File: src/rtl/alarm_tone_i2s_pkg.sv
// Shared types and constants for the alarm tone I2S back-end.
package alarm_pkg;

    typedef enum logic [1:0] {
        IDLE = 2'd0,
        BEEP = 2'd1,
        GAP  = 2'd2
    } state_t;

    localparam int unsigned SLOT_BITS  = 16;
    localparam int unsigned FRAME_BITS = 32;
    localparam int unsigned SLOT_W     = $clog2(SLOT_BITS);
    localparam int unsigned BIT_W      = $clog2(FRAME_BITS);
    localparam int unsigned DIV_BITS   = 4;
    localparam int unsigned MCLK_TAP   = 1;
    localparam int unsigned SCLK_TAP   = 3;

    // Slot position p carries sample bit (16 - p) mod 16: the one-bit I2S delay.
    function automatic logic [SLOT_W-1:0] slot_bit(input logic [SLOT_W-1:0] p);
        return '0 - p;
    endfunction

endpackage

File: src/rtl/alarm_tone_i2s_if.sv
// Pin bundle between the lock controller / DAC and the alarm tone back-end.
interface alarm_tone_i2s_if;

    logic alarm_en;
    logic Pause;
    logic M_CLK;
    logic S_CLK;
    logic LR_CLK;
    logic Sin;
    logic busy;

    modport master (
        output alarm_en, Pause,
        input  M_CLK, S_CLK, LR_CLK, Sin, busy
    );

    modport slave (
        input  alarm_en, Pause,
        output M_CLK, S_CLK, LR_CLK, Sin, busy
    );

endinterface

File: src/rtl/alarm_tone_i2s_serializer.sv
// I2S transmitter: clock prescaler, bit counter, sample latch and serial data mux.
module i2s_tx_serializer
    import alarm_pkg::*;
(
    input  logic                 clk,
    input  logic                 rst,
    input  logic [SLOT_BITS-1:0] sample_i,
    output logic                 mclk_o,
    output logic                 sclk_o,
    output logic                 lrclk_o,
    output logic                 sin_o,
    output logic                 frame_tick_o,
    output logic                 latch_tick_o
);

    logic [DIV_BITS-1:0]  div_q;
    logic [BIT_W-1:0]     bitcnt_q;
    logic [BIT_W-1:0]     bitcnt_d;
    logic [SLOT_BITS-1:0] sample_q;
    logic [SLOT_BITS-1:0] word;
    logic                 sin_q;
    logic                 sin_d;
    logic                 sfall;

    // The word latched on this edge must already drive the MSB for slot 1.
    always_comb begin
        sfall        = (div_q == '1);
        bitcnt_d     = bitcnt_q + 1'b1;
        frame_tick_o = sfall && (bitcnt_q == '1);
        latch_tick_o = sfall && (bitcnt_q == '0);
        word         = latch_tick_o ? sample_i : sample_q;
        sin_d        = word[slot_bit(bitcnt_d[SLOT_W-1:0])];
    end

    always_ff @(posedge clk or posedge rst) begin
        if (rst) begin
            div_q    <= '0;
            bitcnt_q <= '0;
            sample_q <= '0;
            sin_q    <= 1'b0;
        end else begin
            div_q <= div_q + 1'b1;
            if (sfall) begin
                bitcnt_q <= bitcnt_d;
                sin_q    <= sin_d;
                if (latch_tick_o) begin
                    sample_q <= sample_i;
                end
            end
        end
    end

    assign mclk_o  = div_q[MCLK_TAP];
    assign sclk_o  = div_q[SCLK_TAP];
    assign lrclk_o = bitcnt_q[BIT_W-1];
    assign sin_o   = sin_q;

endmodule

File: src/rtl/alarm_tone_i2s.sv
// Alarm tone back-end: beep cadence FSM and square-wave tone generator driving an I2S DAC.
// Define ALARM_TWO_TONE_EN to alternate tone A and tone B on successive beeps.
module alarm_tone_i2s
    import alarm_pkg::*;
#(
    parameter int unsigned          TONE_HALF_A = 49,
    parameter int unsigned          TONE_HALF_B = 33,
    parameter int unsigned          ON_FRAMES   = 24414,
    parameter int unsigned          OFF_FRAMES  = 24414,
    parameter logic [SLOT_BITS-1:0] AMP         = 16'h2000
) (
    input  logic            clk,
    input  logic            reset,
    alarm_tone_i2s_if.slave bus
);

    localparam int unsigned HALF_MAX = (TONE_HALF_A > TONE_HALF_B) ? TONE_HALF_A : TONE_HALF_B;
    localparam int unsigned PHASE_W  = $clog2(HALF_MAX + 1);
    localparam logic [15:0] ON_LAST  = 16'(ON_FRAMES - 1);
    localparam logic [15:0] OFF_LAST = 16'(OFF_FRAMES - 1);
    localparam logic [SLOT_BITS-1:0] NEG_AMP = ~AMP + 1'b1;

    state_t               state_q;
    logic [15:0]          frame_cnt_q;
    logic [PHASE_W-1:0]   phase_q;
    logic [PHASE_W-1:0]   half_last;
    logic                 neg_q;
    logic                 busy_q;
    logic [SLOT_BITS-1:0] next_sample;
    logic                 frame_tick;
    logic                 latch_tick;
    logic                 mclk;
    logic                 sclk;
    logic                 lrclk;
    logic                 sin;

`ifdef ALARM_TWO_TONE_EN
    logic tone_sel_q;

    always_ff @(posedge clk or posedge reset) begin
        if (reset) begin
            tone_sel_q <= 1'b0;
        end else if (frame_tick && !bus.Pause && bus.alarm_en) begin
            if (state_q == IDLE) begin
                tone_sel_q <= 1'b0;
            end else if (state_q == GAP && frame_cnt_q == OFF_LAST) begin
                tone_sel_q <= ~tone_sel_q;
            end
        end
    end

    assign half_last = tone_sel_q ? PHASE_W'(TONE_HALF_B - 1) : PHASE_W'(TONE_HALF_A - 1);
`else
    assign half_last = PHASE_W'(TONE_HALF_A - 1);
`endif

    // Cadence only advances on frame boundaries; Pause freezes everything here.
    always_ff @(posedge clk or posedge reset) begin
        if (reset) begin
            state_q     <= IDLE;
            frame_cnt_q <= '0;
            phase_q     <= '0;
            neg_q       <= 1'b0;
            busy_q      <= 1'b0;
        end else if (frame_tick && !bus.Pause) begin
            unique case (state_q)
                IDLE: begin
                    if (bus.alarm_en) begin
                        state_q     <= BEEP;
                        busy_q      <= 1'b1;
                        frame_cnt_q <= '0;
                        phase_q     <= '0;
                        neg_q       <= 1'b0;
                    end
                end
                BEEP: begin
                    if (!bus.alarm_en) begin
                        state_q     <= IDLE;
                        busy_q      <= 1'b0;
                        frame_cnt_q <= '0;
                    end else if (frame_cnt_q == ON_LAST) begin
                        state_q     <= GAP;
                        frame_cnt_q <= '0;
                    end else begin
                        frame_cnt_q <= frame_cnt_q + 1'b1;
                        if (phase_q == half_last) begin
                            phase_q <= '0;
                            neg_q   <= ~neg_q;
                        end else begin
                            phase_q <= phase_q + 1'b1;
                        end
                    end
                end
                GAP: begin
                    if (frame_cnt_q == OFF_LAST) begin
                        frame_cnt_q <= '0;
                        if (bus.alarm_en) begin
                            state_q <= BEEP;
                            phase_q <= '0;
                            neg_q   <= 1'b0;
                        end else begin
                            state_q <= IDLE;
                            busy_q  <= 1'b0;
                        end
                    end else begin
                        frame_cnt_q <= frame_cnt_q + 1'b1;
                    end
                end
                default: begin
                    state_q <= IDLE;
                    busy_q  <= 1'b0;
                end
            endcase
        end
    end

    // The serialiser only reads the sample on its latch strobe, so zero it elsewhere.
    always_comb begin
        next_sample = '0;
        if (latch_tick && state_q == BEEP && !bus.Pause) begin
            next_sample = neg_q ? NEG_AMP : AMP;
        end
    end

    i2s_tx_serializer u_ser (
        .clk          (clk),
        .rst          (reset),
        .sample_i     (next_sample),
        .mclk_o       (mclk),
        .sclk_o       (sclk),
        .lrclk_o      (lrclk),
        .sin_o        (sin),
        .frame_tick_o (frame_tick),
        .latch_tick_o (latch_tick)
    );

    assign bus.M_CLK  = mclk;
    assign bus.S_CLK  = sclk;
    assign bus.LR_CLK = lrclk;
    assign bus.Sin    = sin;
    assign bus.busy   = busy_q;

endmodule

File: src/flat_wrapper.sv
// flat-port wrapper written by rule: the top's interface ports become plain ports
module alarm_tone_i2s_flat import alarm_pkg::*;
#(
    parameter int unsigned          TONE_HALF_A = 49,
    parameter int unsigned          TONE_HALF_B = 33,
    parameter int unsigned          ON_FRAMES   = 24414,
    parameter int unsigned          OFF_FRAMES  = 24414,
    parameter logic [SLOT_BITS-1:0] AMP         = 16'h2000
)
  (clk, reset, bus_alarm_en, bus_Pause, bus_M_CLK, bus_S_CLK, bus_LR_CLK, bus_Sin, bus_busy);
  alarm_tone_i2s_if bus_i ();
  input  logic clk;
  input  logic reset;
  input wire logic [$bits(bus_i.alarm_en)-1:0] bus_alarm_en;
  input wire logic [$bits(bus_i.Pause)-1:0] bus_Pause;
  output wire logic [$bits(bus_i.M_CLK)-1:0] bus_M_CLK;
  output wire logic [$bits(bus_i.S_CLK)-1:0] bus_S_CLK;
  output wire logic [$bits(bus_i.LR_CLK)-1:0] bus_LR_CLK;
  output wire logic [$bits(bus_i.Sin)-1:0] bus_Sin;
  output wire logic [$bits(bus_i.busy)-1:0] bus_busy;
  assign bus_i.alarm_en = bus_alarm_en;
  assign bus_i.Pause = bus_Pause;
  assign bus_M_CLK = bus_i.M_CLK;
  assign bus_S_CLK = bus_i.S_CLK;
  assign bus_LR_CLK = bus_i.LR_CLK;
  assign bus_Sin = bus_i.Sin;
  assign bus_busy = bus_i.busy;
  alarm_tone_i2s #(.TONE_HALF_A(TONE_HALF_A), .TONE_HALF_B(TONE_HALF_B), .ON_FRAMES(ON_FRAMES), .OFF_FRAMES(OFF_FRAMES), .AMP(AMP)) u_core (.clk(clk), .reset(reset), .bus(bus_i));
endmodule
File: config.mk
export PLATFORM = sky130hd
export DESIGN_NAME = alarm_tone_i2s_flat
export DESIGN_NICKNAME = d
export VERILOG_FILES = /design/src/rtl/alarm_tone_i2s_pkg.sv /design/src/rtl/alarm_tone_i2s_if.sv /design/src/rtl/alarm_tone_i2s_serializer.sv /design/src/rtl/alarm_tone_i2s.sv /design/src/flat_wrapper.sv
export SDC_FILE = /design/constraint.sdc
export NUM_CORES = 1
export LEC_CHECK = 0
export CAP_MARGIN = 40
export CORE_MARGIN = 1.5
export CORE_UTILIZATION = 40
export CTS_CLUSTER_SIZE = 40
export DETAILED_ROUTE_END_ITERATION = 10
export GPL_ROUTABILITY_DRIVEN = 0
export SLEW_MARGIN = 10
export SYNTH_ARGS = -nofsm -noshare
export SYNTH_HDL_FRONTEND = slang
export SYNTH_SLANG_ARGS = --single-unit
File: constraint.sdc
create_clock -name clk -period 6.3 [get_ports clk]
set_clock_uncertainty 0.05 [all_clocks]
set_input_delay 0.945 -clock clk [delete_from_list [all_inputs] [get_ports clk]]
set_output_delay 0.945 -clock clk [all_outputs]
set_load 0.01 [all_outputs]
## After elaboration in Yosys (flattened, before gate mapping)

Index checks and enable logic that the tools add are counted.

- Flip-flop bits (word level): 52
- Bits of input ports: 4
- Output and inout port bits: 5

- Add/subtract/negate cells: 5
- Reductions and logical operators: 14
- Magnitude comparators: 1
- Bitwise gates (word level): 1
- Equality and inequality tests: 12
- Muxes and demuxes: 31

Operators by type and width:

| operator | count |
|---|---|
| 16-bit 2-to-1 mux | 6 |
| 16-bit case mux with 3 select lines | 1 |
| 6-bit 2-to-1 mux | 5 |
| 6-bit case mux with 3 select lines | 1 |
| 16-bit by 1-bit adder with 16-bit output (second input constant) | 1 |
| 16-bit by 15-bit equality test with 1-bit output (second input constant) | 1 |
| 1-bit 2-to-1 mux | 10 |
| 2-bit 2-to-1 mux | 4 |
| 6-bit by 1-bit adder with 6-bit output (second input constant) | 1 |
| 6-bit equality test (second input constant) | 1 |
| 2-bit inequality test (second input constant) | 3 |
| 1-bit case mux with 3 select lines | 2 |
| 2-bit case mux with 3 select lines | 1 |
| 3-bit AND reduction | 2 |
| 6-bit AND reduction | 1 |
| 5-bit by 1-bit adder with 5-bit output (second input constant) | 1 |
| 5-bit equality test (second input constant) | 1 |
| 1-bit logical AND | 5 |
| 5-bit zero test | 1 |
| 4-bit by 5-bit < comparator with 1-bit output (second input constant) | 1 |
| 5-bit AND reduction | 1 |
| 4-bit by 1-bit adder with 4-bit output (second input constant) | 1 |
| 1-bit binary-select mux with 4-bit select | 1 |
| 4-bit equality test (second input constant) | 1 |
| other kinds (10) | 11 |

## Logic depth before layout (Yosys ltp)

Gate-level depths: netlist (run 1).

- Depth in word-level cells: 8
- Gate-level depth with buffers: 9

## Hierarchy

Synthesis (run 1) repeated with hierarchy kept, for this count alone.

- Cell total of the unflattened synthesis: 327
- Area, all modules: 2982.9 um^2

By module, submodules not included:

| module | seq. area each (um^2) | instances | area an instance (um^2) | cells each |
|---|---|---|---|---|
| alarm_tone_i2s | 650.6 | 1 | 1611.5 | 189 |
| i2s_tx_serializer | 650.6 | 1 | 1371.3 | 138 |

## Worst setup path before layout (run 1)

Ideal clock, no wire load.

- Path kind: input port to flip-flop
- From: in bus_Pause
- To: reg u_core.frame_cnt_q[14]
- Required time: 6131 ps
- Cell stages on the path: 6
- Buffers on the path: 1
- Path slack: 3883 ps
- Data arrival time: 2248 ps
- Cell sequence: nand2b_1 or4_4 buf_6 nor4_4 xnor2_1 nor2_2

- Longest elaborated chain between the ends: 3

RTL lines:

| item | line | text |
|---|---|---|
| from (decl) | flat_wrapper.sv:15 | `input wire logic [$bits(bus_i.Pause)-1:0] bus_Pause;` |
| 1-bit zero test | alarm_tone_i2s.sv:65 | `end else if (frame_tick && !bus.Pause) begin` |
| 1-bit logical AND | alarm_tone_i2s.sv:65 |  |
| 3-bit AND reduction (no source line) | n/a |  |
| to (signal assigned) | alarm_tone_i2s.sv:85 | `frame_cnt_q <= frame_cnt_q + 1'b1;` |
| to (signal assigned) | alarm_tone_i2s.sv:106 | `frame_cnt_q <= frame_cnt_q + 1'b1;` |
| to (decl) | alarm_tone_i2s.sv:24 | `logic [15:0] frame_cnt_q;` |

No other way between the ends.
A chain may end at the register's enable or synchronous reset.

## Worst setup path in the final report (run 1)

- From: in bus_Pause
- To: reg u_core.frame_cnt_q[9]

Same word-level chain as after synthesis.

==> metrics.sh, run 1 <==
STATUS='finished, final reports clean'
CTSHOLDBUFFERS=0
NFILLCELLS=638
PERIOD_SHARE_PCT=44.1
TIMING.FINAL.MAX_SLEW_VIOLATIONS=0
PEAK_SUPPLY_DROP_mV=0.0846
PRIMARY_FF_MASTER_SYNTH='dfrtp_1'
LAYOUT_COMMONEST_CELL='dfrtp_1'
SYNTH_WARNINGS=0
GRT_UTIL_OVERALL_PCT=15.0
SYNTH-EDFF-COUNT=0
NUMBER_OF_GLOBAL_ROUTE_VIAS_BEFORE_REPAIR=1855
STD_CELL_ROWS=30
SUMMED_INSTANCE_AREA_OF_THE_SYNTHESIZED_NETLIST_SQ_UM=2820
START_UTIL_PCT=41.5
FINAL_CORE_UTILIZATION_PCT=44.9
CRITICAL_PATH.MAX_FANOUT=10
RSZ0062_AT_GRT='no'
SYNTH.LIB_CELLS_USED.DISTINCT=51
AVGSYNTHCELLAREA_SQ_UM=10.5
SYNTH-ASYNC-RESET-RATIO_PCT=100
SYNTH_TOP_AREA_SHARE_PCT=46.2
TIMING.MAX_CAP.VIOLATIONS=0
CTS_H_TREE_DEPTH=2
DRT-PASS1-ITER-COUNT=4
MAX-CLOCK-PATH-BUFFERS=2
TRITONCTS.NUM_BUFFERS=5
N_ANTENNA_CELL=0
ANTENNA_FOUND_INITIAL=0
WL_MM=5.06
DIE_Y_UM=87.0
TIMING.FMAX_GHz=0.360
WP_DEPTH=5
NETLIST.TOP_CELL.BY_AREA='dfrtp_1'
DP.FINAL_HPWL_MM=3.43
PIN_COUNT_OF_THE_BIGGEST_NET_ENTERING_GLOBAL_ROUTING=53
WORSTHOLDPATHCELLS=1
CLOCK-SINKS=52
POSTCTSSETUPREPAIRBUFS=0
DRT.ANTENNA.VIOLATING_NETS=0
CLK-INSERTION-DELAY-LATE_PS=310
POSTSYNTHCELLCOUNT=268
PRECTSSETUPSLACK_PS=3140
HOLDCRITPATHCLASS='reg -> reg'
WORSTPATHCELLLIST='clkdlybuf4s50_1 > nand2b_1 > nor4_1 > and2_1 > nor2_1'
REG2REGPATHDEPTH=7
SYNTH_FP_NETS=284
MINIMUM_CLOCK_PERIOD_PS=2780
CRITPATHKIND='in -> reg'
VIAS_PER_CELL=5.15
CELL_AT_THE_ROOT_OF_THE_CLOCK_TREE='clkbuf_8'
TRITONCTS_CLOCK_TREE='done'
DRIVE_ABOVE_1_SHARE_PCT=11.3
POWER.DENSITY_CELL_AREA_nW_PER_UM2=172
CLKTRANSATPATHREGS_PS=90
NETS=290
TIMING.CRITICAL_PATH.REQUIRED_PS=6430
SYNTH.FF_LATCH_COUNT=52
CTS_REPAIR_RESIZE_COUNT=0
WORSTSETUPSTARTPOINTTYPE='input port'
POWER.LEAKAGE_nW=1.42
DIEWIDTH_UM=87.0
GR-TOTAL-OVERFLOW=0
FINALHOLDVIOLCOUNT=0
POST_SYNTH_MAIN_AREA_CONTRIBUTORS='dfrtp_1 (46%), ha_1 (5.3%), xnor2_1 (3.7%)'
FLOORPLAN.DIE_AREA_SQ_UM=7560
FIN_TNS_SETUP_PS=0
VIAS=1904
TIMING.CRITICAL_PATH.MAX_DELAY_FAMILY='simple AND/OR/NAND/NOR gates'
CORE_REGION_AREA_SQ_UM=6790
NUMPLACEDINSTANCES=363
NUMBER_OF_PORT_BUFFERS=8
AREA_GROWTH_PCT=8.17
FINALNONFILLERCELLS=370
SYNTH.YOSYS.SEQ_AREA_SHARE_PCT=46.2
MAX_STAGE_DELAY_PS=740
DRC_ERRORS=0
CRITICAL_PATH.ENDPOINT_TYPE='flop'
POSTLAYOUTSETUPSLACKWORST_PS=3520
CRIT_PATH_TOP_DELAY_CELL='nor4_1'
ROUTE.DETAILED.WL_PER_INST_UM=13.7
MOST_FREQUENT_CELLS_IN_THE_LAYOUT='dfrtp_1 (52), nand2_1 (22), nor2_1 (19), and2_1 (14), inv_1 (13)'
MAXSLEWHEADROOM_PCT=41.4
WORSTMARGINPINSLEW_PS=870
WORST-PATH-BUF-INV=1
TOP_LEVEL_PINS=9
WORSTPATHARRIVAL_PS=2910
INITIALDRTVIOLATIONCOUNT=78
GRT_FIRST_PASS_WIRELENGTH_MM=8.79
SETUP_VIOL=0
==> sequential cells by signal, indices dropped and copies added (netlist names) <==
name                   count
u_core.neg_q               1
u_core.u_ser.sample_q     16
u_core.u_ser.div_q         4
u_core.u_ser.bitcnt_q      5
u_core.frame_cnt_q        16
u_core.phase_q             6
u_core.state_q             2
u_core.bus.busy            1
u_core.u_ser.sin_o         1
==> power by group <==
part / total [mW] / internal (mW) / switching [mW]
Combinational: 0.00934 / 0.00229 / 0.00705
Clock: 0.180 / 0.0758 / 0.104
Sequential: 0.333 / 0.333 / 0
==> per-stage QoR <==
step / instance area (sq um) / power, mW / hold WS [ps]
final: 3050 / 0.523 / 411
after global placement: 2970 / 0.350 / 398
after CTS: 3050 / 0.531 / 420
after floorplan: 2820 / 0.345 / 370
after detailed placement: 2970 / 0.350 / 408
after global routing: 3050 / 0.545 / 441
==> worst paths after layout <==
| path | start | to | slack [ps] |
|---|---|---|---|
| setup reg to reg | u_core.u_ser.bitcnt_q[0]$_DFFE_PP0N_ | u_core.frame_cnt_q[9]$_DFFE_PP0P_ | 3580 |
| hold reg to reg | u_core.u_ser.div_q[0]$_DFF_PP0_ | u_core.u_ser.div_q[0]$_DFF_PP0_ | 410 |
| setup / recovery | bus_Pause | u_core.frame_cnt_q[9]$_DFFE_PP0P_ | 3520 |
| min in group asynchronous | reset | u_core.frame_cnt_q[12]$_DFFE_PP0P_ | 1070 |
| hold / removal | u_core.u_ser.div_q[0]$_DFF_PP0_ | u_core.u_ser.div_q[0]$_DFF_PP0_ | 410 |
| max in group asynchronous | reset | u_core.u_ser.sample_q[0]$_DFFE_PP0N_ | 4670 |
==> synth_stat cells, types with 4 or more instances <==
cell,count
nor2_1,19
ha_1,12
a21oi_1,4
a22o_1,4
nor3_1,6
nand3_1,7
o21ai_0,12
and2_1,14
nand2_1,22
clkbuf_1,6
a21o_1,4
inv_1,14
xnor2_1,12
mux4_2,4
nor2b_1,8
and3_1,9
o31ai_1,6
dfrtp_1,52
==> layer usage <==
| metal | vias to the layer above | wire, um | track usage, % |
|---|---|---|---|
| met2 | 23 | 2270 | 23.0 |
| met1 | 919 | 2550 | 20.8 |
| met3 | 8 | 159 | 2.94 |
| li1 | 954 | - | - |
| met5 | - | 0 | 0 |
| met4 | 0 | 82 | 5.72 |
==> final cells by class <==
class	count	area, sq um	area share (%)
Sequential cell	52	1300	42.7
Tap cell	96	120	3.94
Timing Repair Buffer	9	87.6	2.87
Clock inverter	1	5.00	0.164
Multi-Input combinational cell	192	1410	46.2
Inverter	14	52.6	1.72
Clock buffer	6	72.6	2.38
==> cell families after synthesis <==
family                     synth area share (%)
adders and majority gates                  5.68
DFF                                        46.2
xor gates and xnor gates                   4.66
buffers and inverters                      3.82
muxes                                      4.39
AOI/OAI and AO/OA                          11.4
and+or+nand+nor                            23.9
(Power assumes the default switching activity.)
==> run 2, diff against run 1 <==
==> constraint.sdc (replaced) <==
create_clock -name clk -period 2.8 [get_ports clk]
set_clock_uncertainty 0.05 [all_clocks]
set_input_delay 0.42 -clock clk [delete_from_list [all_inputs] [get_ports clk]]
set_output_delay 0.42 -clock clk [all_outputs]
set_load 0.01 [all_outputs]
==> run 2 against run 1 <==
  * Worst hold slack got worse by 56 ps
  * Clock power is 150% higher
  * Final area up 1.5%
  * Sequential power grew 130%
  * Final cell count increased by 1.4%
  * Count of clock-buffer cells in the layout down 1
  * Largest cell class unchanged
  * Global-route usage grew 0.10 points
  * Via count stayed put
  * Sequential share of layout area shrank 0.62 points
==> metrics.sh, run 2 (synthesized netlist as in run 1, its figures left out) <==
GR-TOTAL-OVERFLOW=0  # unchanged
CELL_AT_THE_ROOT_OF_THE_CLOCK_TREE='clkbuf_8'
FF2FF_SETUP_SLACK_PS=230  # -3350 ps
FIN_TNS_SETUP_PS=0  # unchanged
CTS_H_TREE_DEPTH=2  # unchanged
CLOCK-SINKS=52  # unchanged
CRITICAL_PATH.MAX_FANOUT=8  # -2
POWER.COMBINATIONAL.FRACTION_PCT=1.9  # about the same
STATUS='finished, final reports clean'
INITIALDRTVIOLATIONCOUNT=77  # -1.3%
PIN_COUNT_OF_THE_BIGGEST_NET_ENTERING_GLOBAL_ROUTING=22  # -58%
HOLDCRITPATHCLASS='in -> async'
DP.FINAL_HPWL_MM=3.61  # +5.2%
MINIMUM_CLOCK_PERIOD_PS=2570
TIMING.CRITICAL_PATH.REQUIRED_PS=2940  # -3490 ps
FINALINSTANCEAREA_SQ_UM=3090  # +1.5%
FF_TO_FF_END='u_core.frame_cnt_q[14]$_DFFE_PP0P_'
CLKPWRFRAC_PCT=36.4  # +1.9 points
CRITICAL_PATH.ENDPOINT_TYPE='flop'
CTSHOLDBUFFERS=0  # unchanged
WORSTMARGINPINSLEW_PS=491  # -379 ps
ROUTE.DETAILED.WL_PER_INST_UM=13.7  # +0.11%
RSZ0062_AT_GRT='no'
FLOORPLAN.DIE_AREA_SQ_UM=7560  # unchanged
CORE_REGION_AREA_SQ_UM=6790  # unchanged
MAX-CLOCK-PATH-BUFFERS=2  # unchanged
NUMBER_OF_PORT_BUFFERS=8  # unchanged
RR_STARTPOINT='u_core.u_ser.bitcnt_q[0]$_DFFE_PP0N_'
LAYOUT_COMMONEST_CELL='dfrtp_1'
TIMING.MAX_CAP.VIOLATIONS=0  # unchanged
POWER.LEAKAGE_nW=1.44  # +1.3%
GRT_UTIL_OVERALL_PCT=15.1  # +0.10 points
POWER.DENSITY_CELL_AREA_nW_PER_UM2=393  # +130%
SETUP_VIOL=0  # unchanged
PERIOD_SHARE_PCT=91.9
AREA_GROWTH_PCT=9.76
NETS=294  # +1.4%
FINAL_CORE_UTILIZATION_PCT=45.5  # +0.66 points
WL_MM=5.13  # +1.5%
WORSTSETUPSTARTPOINTTYPE='flop'
TRITONCTS.NUM_BUFFERS=5  # unchanged
TIMING.FMAX_GHz=0.389
NUMBER_OF_GLOBAL_ROUTE_VIAS_BEFORE_REPAIR=1873  # +0.97%
MAXSLEWHEADROOM_PCT=67.0  # +26 points
GRT_FIRST_PASS_WIRELENGTH_MM=8.96  # +1.9%
SWITCHING_PART_OF_THE_TOTAL_PCT=23.2  # +1.9 points
DRT-PASS1-ITER-COUNT=4  # unchanged
INTERNAL_POWER_uW=934  # +130%
LAYOUT_TOP_REGISTERS='u_core.frame_cnt_q x16, u_core.u_ser.sample_q x16, u_core.phase_q x6'
ANTENNA_FOUND_INITIAL=0  # unchanged
SWITCHINGPOWER_uW=282  # +150%
CLK-INSERTION-DELAY-LATE_PS=310  # about the same
DRT.ANTENNA.VIOLATING_NETS=0  # unchanged
MOST_FREQUENT_CELLS_IN_THE_LAYOUT='dfrtp_1 (52), nand2_1 (22), nor2_1 (19), and2_1 (14), inv_1 (13)'
DRIVE_ABOVE_1_SHARE_PCT=13.3  # +1.9 points
PEAK_SUPPLY_DROP_mV=0.271  # +220%
WORSTPATHARRIVAL_PS=2720  # -190 ps
POSTCTSSETUPREPAIRBUFS=0  # unchanged
FINALHOLDVIOLCOUNT=0  # unchanged
TIMING.FINAL.MAX_SLEW_VIOLATIONS=0  # unchanged
REG2REGPATHDEPTH=8  # +1
VIAS=1904  # unchanged
CRITPATHKIND='reg -> reg'
STD_CELL_ROWS=30  # unchanged
POST_DP_CELL_AREA_SQ_UM=3000  # +1.0%
CTS_REPAIR_RESIZE_COUNT=0  # unchanged
START_UTIL_PCT=41.5  # unchanged
DRC_ERRORS=0  # unchanged
DIE_Y_UM=87.0  # unchanged
NFILLCELLS=670  # +5.0%
TRITONCTS_CLOCK_TREE='done'
TOP_LEVEL_PINS=9  # unchanged
VIAS_PER_CELL=5.08  # -1.3%
N_ANTENNA_CELL=0  # unchanged
WORST_SETUP_PATH_STARTPOINT='u_core.u_ser.bitcnt_q[0]$_DFFE_PP0N_'
DIEWIDTH_UM=87.0  # unchanged
POWER.SEQUENTIAL.FRACTION_PCT=61.7  # -2.0 points
CLKTRANSATPATHREGS_PS=100  # about the same
## run 2: cell count changes in the layout (fill, tap and decap cells not counted)
cell	previous run	this run
clkbuf_1	1	0
clkinv_4	0	1
buf_4	1	5
clkinv_2	1	0
clkinvlp_4	0	2
## run 2: worst max-delay path: stages, from the launching register on
cell and delay, ps:
dfrtp_1 530, ha_1 290, and3_1 180, ha_1 140
nand2b_1 120, or4_4 640, nor4_4 310, xnor2_1 160
nor2_2 40
## run 2: layout make-up
| cell class | count | area (sq um) | share of cell area, % |
|---|---|---|---|
| Sequential cell | 52 | 1300 | 42.1 |
| Clock buffer | 5 | 68.8 | 2.22 |
| Clock inverter | 3 | 23.8 | 0.768 |
| Multi-Input combinational cell | 192 | 1410 | 45.6 |
| Tap cell | 96 | 120 | 3.88 |
| Inverter | 14 | 52.6 | 1.70 |
| Timing Repair Buffer | 13 | 118 | 3.80 |
## run 2: metal layers
| layer | up-vias | track usage [%] | wire length (um) |
|---|---|---|---|
| li1 | 961 | - | - |
| met1 | 913 | 21.7 | 2690 |
| met2 | 25 | 23.0 | 2250 |
| met3 | 5 | 3.13 | 142 |
| met4 | 0 | 4.11 | 50 |
| met5 | - | 0 | 0 |
## run 2: worst max-delay path by stage
stage,cells after the start,slack (ps),to
after detailed placement,7,240,u_core.u_ser.sin_o$_DFFE_PP0N_
final,8,230,u_core.frame_cnt_q[14]$_DFFE_PP0P_
after CTS,7,210,u_core.u_ser.sin_o$_DFFE_PP0N_
after global routing,8,20,u_core.phase_q[3]$_DFFE_PP0P_
after global placement,7,280,u_core.u_ser.sin_o$_DFFE_PP0N_
after floorplan,8,390,u_core.u_ser.sin_o$_DFFE_PP0N_
## run 2: metrics by stage
stage / power [mW] / setup WS (ps) / hold WS, ps / instances
final: 1.22 / 226 / 355 / 375
after global routing: 1.28 / 18.0 / 382 / 375
after CTS: 1.24 / 207 / 362 / 375
after detailed placement: 0.790 / 236 / 388 / 367
after global placement: 0.789 / 276 / 388 / 367
after floorplan: 0.777 / 392 / 370 / 268
## run 2: power by group through the flow
stage / sequential [mW] / combinational [mW] / clock [mW]
floorplan: 0.765 / 0.0114 / 0
global placement: 0.765 / 0.0241 / 0
CTS: 0.750 / 0.0247 / 0.463
global route: 0.751 / 0.0269 / 0.498
detailed placement: 0.765 / 0.0247 / 0
finish: 0.750 / 0.0227 / 0.443
